## config.mk

```make
export PLATFORM = sky130hd
export DESIGN_NAME = night_sky
export DESIGN_NICKNAME = d
export VERILOG_FILES = /design/src/rtl/night_sky.sv
export SDC_FILE = /design/constraint.sdc
export NUM_CORES = 1
export LEC_CHECK = 0
export CORE_ASPECT_RATIO = 0.8
export CORE_MARGIN = 10
export CORE_UTILIZATION = 40
export CTS_BUF_LIST = sky130_fd_sc_hd__clkbuf_4 sky130_fd_sc_hd__clkbuf_8 sky130_fd_sc_hd__clkbuf_16
export DETAILED_ROUTE_END_ITERATION = 6
export GPL_TIMING_DRIVEN = 1
export REMOVE_ABC_BUFFERS = 1
export SLEW_MARGIN = 40
export SYNTH_ARGS = -nofsm -noshare
export SYNTH_HDL_FRONTEND = slang
export SYNTH_SLANG_ARGS = --single-unit
```

## constraint.sdc

```tcl
create_clock -name clk -period 14 [get_ports clk]
set_input_delay 2.1 -clock clk [delete_from_list [all_inputs] [get_ports clk]]
set_output_delay 2.1 -clock clk [all_outputs]
set_load 0.05 [all_outputs]
```

## src/rtl/night_sky.sv

```systemverilog
// night_sky: night-mode sky controller with scrolling moon/stars, fade FSM and per-star twinkle
module night_sky #(
    parameter int NUM_STARS      = 4,
    parameter int GAME_WIDTH     = 640,
    parameter int SPEED_SCALE    = 1024,
    parameter int MOON_SPEED     = 256,
    parameter int STAR_SPEED     = 307,
    parameter int MOON_WIDTH     = 20,
    parameter int STAR_MAX_Y     = 70,
    parameter int NUM_PHASES     = 7,
    parameter int VISIBLE_RATE   = 32,
    parameter int FADE_STEP      = 4,
    parameter int TWINKLE_PERIOD = 16
) (
    input  logic               clk,
    input  logic               rst,
    input  logic               update,
    input  logic               crash,
    input  logic [3:0]         speed_mul,
    input  logic [5:0]         night_rate,
    input  logic [9:0]         star_x_rand  [NUM_STARS],
    input  logic [9:0]         star_y_rand  [NUM_STARS],
    output logic signed [10:0] moon_x_pos,
    output logic [9:0]         moon_width,
    output logic [2:0]         moon_phase,
    output logic signed [10:0] star_x_pos   [NUM_STARS],
    output logic [9:0]         star_y_pos   [NUM_STARS],
    output logic               star_twinkle [NUM_STARS],
    output logic [5:0]         alpha,
    output logic [1:0]         state,
    output logic               activated
);
    localparam logic [1:0] DAY = 2'd0, FADE_IN = 2'd1, NIGHT = 2'd2, FADE_OUT = 2'd3;
    localparam int SH = $clog2(SPEED_SCALE);
    localparam int TW = $clog2(TWINKLE_PERIOD);
    localparam int SEG = GAME_WIDTH / NUM_STARS;
    localparam logic signed [20:0] WRAP_POS = 21'(GAME_WIDTH * SPEED_SCALE);
    localparam logic signed [20:0] MIN_POS = 21'(-2 * MOON_WIDTH * SPEED_SCALE);

    logic [1:0]         state_q, state_d;
    logic [5:0]         alpha_q, alpha_d;
    logic [2:0]         phase_q, phase_d;
    logic signed [20:0] moon_pos_q, moon_pos_d;
    logic signed [20:0] star_pos_q [NUM_STARS];
    logic signed [20:0] star_pos_d [NUM_STARS];
    logic signed [20:0] star_next  [NUM_STARS];
    logic [9:0]         star_y_q   [NUM_STARS];
    logic [9:0]         star_y_d   [NUM_STARS];
    logic [TW-1:0]      tw_q       [NUM_STARS];
    logic [TW-1:0]      tw_d       [NUM_STARS];
    logic               req, move, activate;
    logic [6:0]         alpha_sum;
    logic [5:0]         alpha_up, alpha_dn;
    logic signed [20:0] moon_eff, star_eff, moon_next;

    function automatic logic signed [20:0] place_x(input int i, input logic [9:0] r);
        int c;
        c = (int'(r) > SEG - 1) ? SEG - 1 : int'(r);
        return 21'((SEG * i + c) * SPEED_SCALE);
    endfunction

    function automatic logic [9:0] clamp_y(input logic [9:0] r);
        return (r > 10'(STAR_MAX_Y)) ? 10'(STAR_MAX_Y) : r;
    endfunction

    assign req       = night_rate > 6'(VISIBLE_RATE);
    assign move      = update && state_q != DAY && !crash;
    assign alpha_sum = 7'(alpha_q) + 7'(FADE_STEP);
    assign alpha_up  = (alpha_sum > 7'd63) ? 6'd63 : alpha_sum[5:0];
    assign alpha_dn  = (alpha_q > 6'(FADE_STEP)) ? alpha_q - 6'(FADE_STEP) : 6'd0;
    assign moon_eff  = 21'((MOON_SPEED * 32'(speed_mul)) >> 2);
    assign star_eff  = 21'((STAR_SPEED * 32'(speed_mul)) >> 2);
    assign moon_next = moon_pos_q - moon_eff;

    always_comb begin
        state_d  = state_q;
        alpha_d  = alpha_q;
        phase_d  = phase_q;
        activate = 1'b0;
        if (update) begin
            case (state_q)
                DAY: if (req) begin
                    state_d  = FADE_IN;
                    activate = 1'b1;
                    phase_d  = (phase_q == 3'(NUM_PHASES - 1)) ? 3'd0 : phase_q + 3'd1;
                end
                FADE_IN: if (!req) begin
                    state_d = FADE_OUT;
                    alpha_d = alpha_dn;
                end else begin
                    alpha_d = alpha_up;
                    state_d = (alpha_up == 6'd63) ? NIGHT : FADE_IN;
                end
                NIGHT: state_d = req ? NIGHT : FADE_OUT;
                default: if (req) begin
                    state_d = FADE_IN;
                    alpha_d = alpha_up;
                end else begin
                    alpha_d = alpha_dn;
                    state_d = (alpha_dn == 6'd0) ? DAY : FADE_OUT;
                end
            endcase
        end
    end

    // Activation places stars without moving them; motion starts next update.
    always_comb begin
        moon_pos_d = move ? ((moon_next < MIN_POS) ? WRAP_POS : moon_next) : moon_pos_q;
        for (int i = 0; i < NUM_STARS; i++) begin
            star_next[i]  = star_pos_q[i] - star_eff;
            star_pos_d[i] = star_pos_q[i];
            star_y_d[i]   = star_y_q[i];
            tw_d[i]       = tw_q[i];
            if (activate) begin
                star_pos_d[i] = place_x(i, star_x_rand[i]);
                star_y_d[i]   = clamp_y(star_y_rand[i]);
                tw_d[i]       = TW'(i * TWINKLE_PERIOD / NUM_STARS);
            end else if (move) begin
                tw_d[i] = tw_q[i] + 1'b1;
                if (star_next[i] < MIN_POS) begin
                    star_pos_d[i] = WRAP_POS;
                    star_y_d[i]   = clamp_y(star_y_rand[i]);
                end else begin
                    star_pos_d[i] = star_next[i];
                end
            end
        end
    end

    always_ff @(posedge clk) begin
        if (!rst) begin
            state_q    <= DAY;
            alpha_q    <= '0;
            phase_q    <= 3'(NUM_PHASES - 1);
            moon_pos_q <= 21'((GAME_WIDTH - 50) * SPEED_SCALE);
            for (int i = 0; i < NUM_STARS; i++) begin
                star_pos_q[i] <= '0;
                star_y_q[i]   <= '0;
                tw_q[i]       <= '0;
            end
        end else begin
            state_q    <= state_d;
            alpha_q    <= alpha_d;
            phase_q    <= phase_d;
            moon_pos_q <= moon_pos_d;
            star_pos_q <= star_pos_d;
            star_y_q   <= star_y_d;
            tw_q       <= tw_d;
        end
    end

    assign moon_x_pos = 11'(moon_pos_q >>> SH);
    assign moon_width = (phase_q == 3'd3) ? 10'(2 * MOON_WIDTH) : 10'(MOON_WIDTH);
    assign moon_phase = phase_q;
    assign alpha      = alpha_q;
    assign state      = state_q;
    assign activated  = state_q != DAY;

    for (genvar g = 0; g < NUM_STARS; g++) begin : g_out
        assign star_x_pos[g]   = 11'(star_pos_q[g] >>> SH);
        assign star_y_pos[g]   = star_y_q[g];
        assign star_twinkle[g] = tw_q[g][TW-1];
    end
endmodule

```

==> results of run 1 <==
layer usage:
layer  up-vias  routed length (µm)  GRT usage, %
met4         0                 478          4.65
met2       308               16700          31.3
met5         -                   0             0
li1       5498                   -             -
met3        32                2490          5.10
met1      5167               16200          24.5
where the power goes:
part / switching [µW] / leakage, µW / total (µW) / internal, µW
logic: 285 / 0.00348 / 467 / 182
registers: 27.5 / 0.00135 / 520 / 492
clock network: 213 / 0.000303 / 519 / 305
worst min-delay path: cells and delay by family (launching register included):
| family | cells | cell delay, ps |
|---|---|---|
| AO/OA/AOI/OAI | 1 | 50 |
| flip-flops | 1 | 310 |
| AND/OR/NAND/NOR | 1 | 50 |
state kept, by name, summed over array words and instances, names as in the netlist:
| register | count |
|---|---|
| moon_phase | 3 |
| star_x_pos | 44 |
| star_y_pos | 40 |
| state | 2 |
| alpha | 6 |
| tw_q | 12 |
| moon_pos_q | 15 |
| star_twinkle | 4 |
| star_pos_q | 40 |
Yosys cell counts (all sizes together) (27+ instances only):
cell,instances,area [µm²]
dfxtp,166,3320
inv,42,158
nor3,66,335
ha,65,813
a22oi,27,203
xor2,32,299
clkbuf,56,221
nand3,42,210
buf,79,563
a21oi,132,668
nor2,159,597
a31oi,37,238
nand2,102,383
o21ai,103,519
xnor2,40,350
cells by family (layout without fill, tap and decap cells):
family	count (synthesis)	after routing
simple gates	528	528
compound gates	431	431
buf+inv	177	294
flops	166	166
fa+ha+maj	86	86
xor+xnor	72	72
mux	8	8
other cells	1	6
through the flow:
stage | utilization, % | setup slack (ps) | hold slack [ps] | cell area, µm² | cells
CTS | 49.4 | 5060 | 455 | 13900 | 1960
finish | 49.5 | 5250 | 450 | 14000 | 1961
floorplan | - | 6260 | 453 | 10700 | 1339
global route | 49.5 | 4850 | 479 | 14000 | 1961
detailed placement | 47.2 | 4580 | 447 | 13300 | 1928
global placement | 47.1 | 4810 | 439 | 13300 | 1928
worst max-delay path by stage:
| stage | from | cells after the start | end | slack, ps |
|---|---|---|---|---|
| 2_1_floorplan | speed_mul[2] | 23 | star_x_pos[27] | 6260 |
| 3_3_place_gp | speed_mul[2] | 21 | star_x_pos[38] | 4810 |
| 3_5_place_dp | speed_mul[2] | 21 | star_x_pos[38] | 4580 |
| 4_1_cts | speed_mul[2] | 21 | star_x_pos[38] | 5060 |
| 5_1_grt | speed_mul[2] | 24 | star_x_pos[0] | 4850 |
| 6_report | speed_mul[2] | 20 | star_x_pos[38] | 5250 |
layout make-up:
| cell class | count | area (µm²) |
|---|---|---|
| clock buffer | 18 | 439 |
| clock inverter | 14 | 200 |
| fill | 2762 | 14300 |
| inverter | 42 | 158 |
| multi-input combinational | 1131 | 7200 |
| sequential | 166 | 3320 |
| tap | 370 | 463 |
| timing repair buffer | 220 | 2170 |
==> flow_summary.yaml, run 1 <==
global_route:
  track_usage_pct: 19.1
  grt-ovfl-total: 0
  grt_max_degree: 87
  antenna_found_initial: 0
  grt_pass1_wl_mm: 56.2
  grt_pass1_vias: 10588
cells_and_area:
  area_growth_pct: 22.2
  antenna_cells: 0
  nNetsFinal: 1742
  drive_gt1_share_pct: 5.34
  final_common_cell: "clkdlybuf4s50_1"
  final_cell_mix: "clkdlybuf4s50_1, dfxtp_1, nor2_1"
setup_path:
  cpPeakStageDelay_ps: 740
  r2r_start: "star_pos_q[42]"
  reg2reg_setup_slack_ps: 9080
  crit_chain: "clkdlybuf4s50_1 -> inv_1 -> ha_1 -> ha_1 -> or2_2 -> ha_1 -> o21ai_0 -> nor3b_2 -> inv_1 -> ha_1 -> or3_1 -> or3_1 -> or3_1 -> nor3_1 -> mux2_2 -> nor4_1 -> ha_1 -> nand2b_1 -> o41ai_1 -> o21a_1"
  cp_top_family: "simple AND/OR/NAND/NOR gates"
  crit_top_cell: "ha_1"
  r2r-end: "star_y_pos[20]"
  arrival_ps: 9140
  rr_worst_depth: 17
  path_buf_inv: 3
  cp_slowest_cell: "nor3b_2"
  worstSetupEndpointType: "flop"
  criticalPathCategory: "input port to flop"
  critPathMaxFanout: 10
  start_kind: "input port"
  crit_required_ps: 14390
hold_path:
  hold-path-endpoint: "star_y_pos[14]"
  min_delay_path_depth: 2
  holdCritStartpoint: "star_y_pos[14]"
  hold_path_class: "flop to flop"
timing:
  hold_viol_final: 0
  setup_tns_ps: 0
  slew-limit-headroom_pct: 43.2
  rsz0062_at_grt: "false"
  post-route-period-util_pct: 62.5
  tightest_slew_ps: 849
  skew_ps: 8.79
  finalMaxSlewViolations: 0
  finalSetupViolations: 0
  post-route-min-period_ps: 8750
  fmax_mhz: 114
cts:
  hold_buffers: 0
  clk_latency_ps: 440
  h-tree-depth: 4
  clkSinkCount: 166
  post_cts_buffers: 0
  clk_pin_slew_worst_paths_ps: 70
  cts_made_buffers: 17
  clock-root-buffer: "clkbuf_16"
  cts_tree: "built"
  cts_resized: 0
  cts_buffer_depth: 2
route:
  wl_per_cell_um: 18.3
  drt-total-wl_mm: 35.8
  num_vias: 11005
  routed_via_density: 5.61
  drt_iter0_drc: 816
  drtPass1Iterations: 5
  post-route-drc-count: 0
  antenna_left: 0
floorplanning:
  die_area_um2: 35700
  fp-row-count: 55
  io_pins: 215
  die_height_um: 171
  dieWidth_um: 209
  start_util_pct: 40.5
  fp.coreArea_um2: 28200
yosys:
  synth_compound_area_share_pct: 24.0
  synth_edf_count: 0
  netlist_area_um2: 11400
  synth_top_family_by_area: "compound AO/OA/AOI/OAI gates"
  synthDistinctLibCells: 85
  synth_xor_area_share_pct: 5.69
  synth_seq_cells: 166
  synth_seq_area_share_pct: 29.1
  synth-simple-area-share_pct: 22.8
  synthMuxAreaShare_pct: 0.745
  synth_ff_type: "dfxtp_1"
  syn-instance-count: 1469
  yosysWarnings: 0
  synthAdderAreaFrac_pct: 9.45
  async_flop_share_pct: 0
  syn_area_per_cell_um2: 7.77
placed_design:
  routabilityCongestion: 0.882
  io_buffers: 208
  dp_hpwl_mm: 26.1
pwr:
  leakage_uw: 0.00513
  finalPower_uw: 1510
  power_density_nw_per_um2: 108
  peakVddDrop_uv: 91.9
outcome:
  outcome: "finished clean"
run:
  max_cap_violations: 0
No activity file was read; power rests on OpenSTA's default activity.
==> run 2: changes to the inputs <==
- PLACE_DENSITY: not set -> 0.66
- clock period: 14 -> 7.6 ns (I/O delays scaled with it)
==> run 2 against run 1 <==
Compared with the run above: non-clock buffer count rose by 34; count of clock-buffer cells in the layout down 1; sequential share of layout area shrank 0.42 points; critical path depth rose by 6; design area rose by 1.8%; first-iteration DRC count down 13%; clock skew hardly changed; combinational power grew 91%; sequential cell count is the same; total power is 85% higher; worst setup slack got worse by 4800 ps; highest routed layer unchanged; clock power rose by 79%; critical endpoint is now star_y_pos[30].
==> flow_summary.yaml, run 2 (synthesis results as in run 1) <==
cells_and_area:
  drive_gt1_share_pct: 7.45
  largest_reg_flops: 44
  final_cells: 1995
  antenna_cells: 0
  nNetsFinal: 1776
  area_growth_pct: 24.4
  final_common_cell: "clkdlybuf4s50_1"
  final_cell_area_um2: 14200
  final_cell_mix: "clkdlybuf4s50_1, dfxtp_1, nor2_1"
route:
  routed_via_density: 5.59
  drt_iter0_drc: 706
  drt-total-wl_mm: 35.3
  drtPass1Iterations: 5
  num_vias: 11156
  wl_per_cell_um: 17.7
  antenna_left: 0
  post-route-drc-count: 0
global_route:
  grt-ovfl-total: 0
  track_usage_pct: 19.0
  grt_pass1_vias: 10575
  grt_max_degree: 87
  grt_pass1_wl_mm: 56.2
  antenna_found_initial: 0
timing:
  tightest_slew_ps: 793
  post-route-min-period_ps: 7100
  finalMaxSlewViolations: 0
  setup_tns_ps: 0
  skew_ps: 9.21
  hold_viol_final: 0
  fin_ws_ps: 496
  post-route-period-util_pct: 93.5
  fmax_mhz: 141
  slew-limit-headroom_pct: 46.8
  rsz0062_at_grt: "false"
  finalSetupViolations: 0
placed_design:
  dpl_cell_area_um2: 13600
  dp_hpwl_mm: 25.7
  io_buffers: 208
  place_inst: 1963
  place_ws_ps: 13.6
  routabilityCongestion: 0.890
floorplanning:
  dieWidth_um: 209
  die_area_um2: 35700
  fp.coreArea_um2: 28200
  io_pins: 215
  die_height_um: 171
  fp-row-count: 55
  start_util_pct: 40.5
cts:
  clk_latency_ps: 440
  clkSinkCount: 166
  cts_made_buffers: 17
  hold_buffers: 0
  cts_tree: "built"
  clock-root-buffer: "clkbuf_16"
  cts_buffer_depth: 2
  h-tree-depth: 4
  clk_pin_slew_worst_paths_ps: 70
setup_path:
  reg2reg_setup_slack_ps: 2940
  r2r_start: "star_pos_q[22]"
  crit_start: "speed_mul[2]"
  arrival_ps: 7390
  critPathMaxFanout: 11
  cpPeakStageDelay_ps: 480
  criticalPathCategory: "input port to flop"
  worstSetupEndpointType: "flop"
  crit_required_ps: 7890
  crit_top_cell: "ha_1"
  cp_slowest_cell: "clkdlybuf4s50_1"
  start_kind: "input port"
pwr:
  leakage_uw: 0.00531
  power_density_nw_per_um2: 196
  finalPower_uw: 2780
  peakVddDrop_uv: 164
outcome:
  outcome: "finished clean"
hold_path:
  holdCritStartpoint: "star_y_pos[33]"
  hold_path_class: "flop to flop"
run:
  max_cap_violations: 0
## run 2: cell count changes in the layout (fill, tap and decap cells not counted), moves of 2 or more
| cell | delta |
|---|---|
| buf_4 | +35 |
| clkinvlp_4 | -3 |
| inv_8 | +2 |
| inv_6 | +3 |
## run 2: worst max-delay path, delay by kind of cell
kind | cells | cell delay, ps
AOI/OAI and AO/OA | 7 | 1540
xor gates and xnor gates | 1 | 280
muxes | 1 | 370
adders and majority gates | 7 | 2130
and+or+nand+nor | 7 | 1180
buffers and inverters | 3 | 750
## run 2: final timing paths
path	to	cells past startpoint
max	star_y_pos[30]	26
min	star_y_pos[33]	2
max reg2reg	star_x_pos[17]	16
min reg2reg	star_y_pos[33]	2
## run 2: power breakdown
group / internal (µW) / total, µW / switching [µW]
registers: 906 / 957 / 50.2
clock network: 528 / 929 / 401
logic: 361 / 894 / 533
total: 1800 / 2780 / 984
## run 2: layout make-up
type	count	area, µm²
fillers	2722	14000
multi-input cells	1131	7210
flip-flops and latches	166	3320
repair buffers	254	2430
well taps	370	463
clock buffers	17	425
clock inverters	15	193
inverters	42	158
## run 2: through the flow
| stage | utilization, % | hold WS (ps) |
|---|---|---|
| after CTS | 50.3 | 452 |
| after global routing | 50.3 | 477 |
| after detailed placement | 48.1 | 442 |
| final | 50.3 | 452 |
| after global placement | 48.1 | 439 |
| after floorplan | - | 453 |
## run 2: routing by layer
metal / up-vias / global-route usage, % / share of wire [%]
met1: 5220 / 25.4 / 47
li1: 5553 / - / -
met3: 46 / 4.63 / 6.8
met4: 0 / 5.87 / 2.1
met5: - / 0 / 0
met2: 337 / 29.5 / 44
## run 2: timing repair
action | 4_1_cts | 5_1_grt
setup endpoints to repair | 0 | 12
gates resized for setup | 0 | 2
setup buffers | 0 | 0
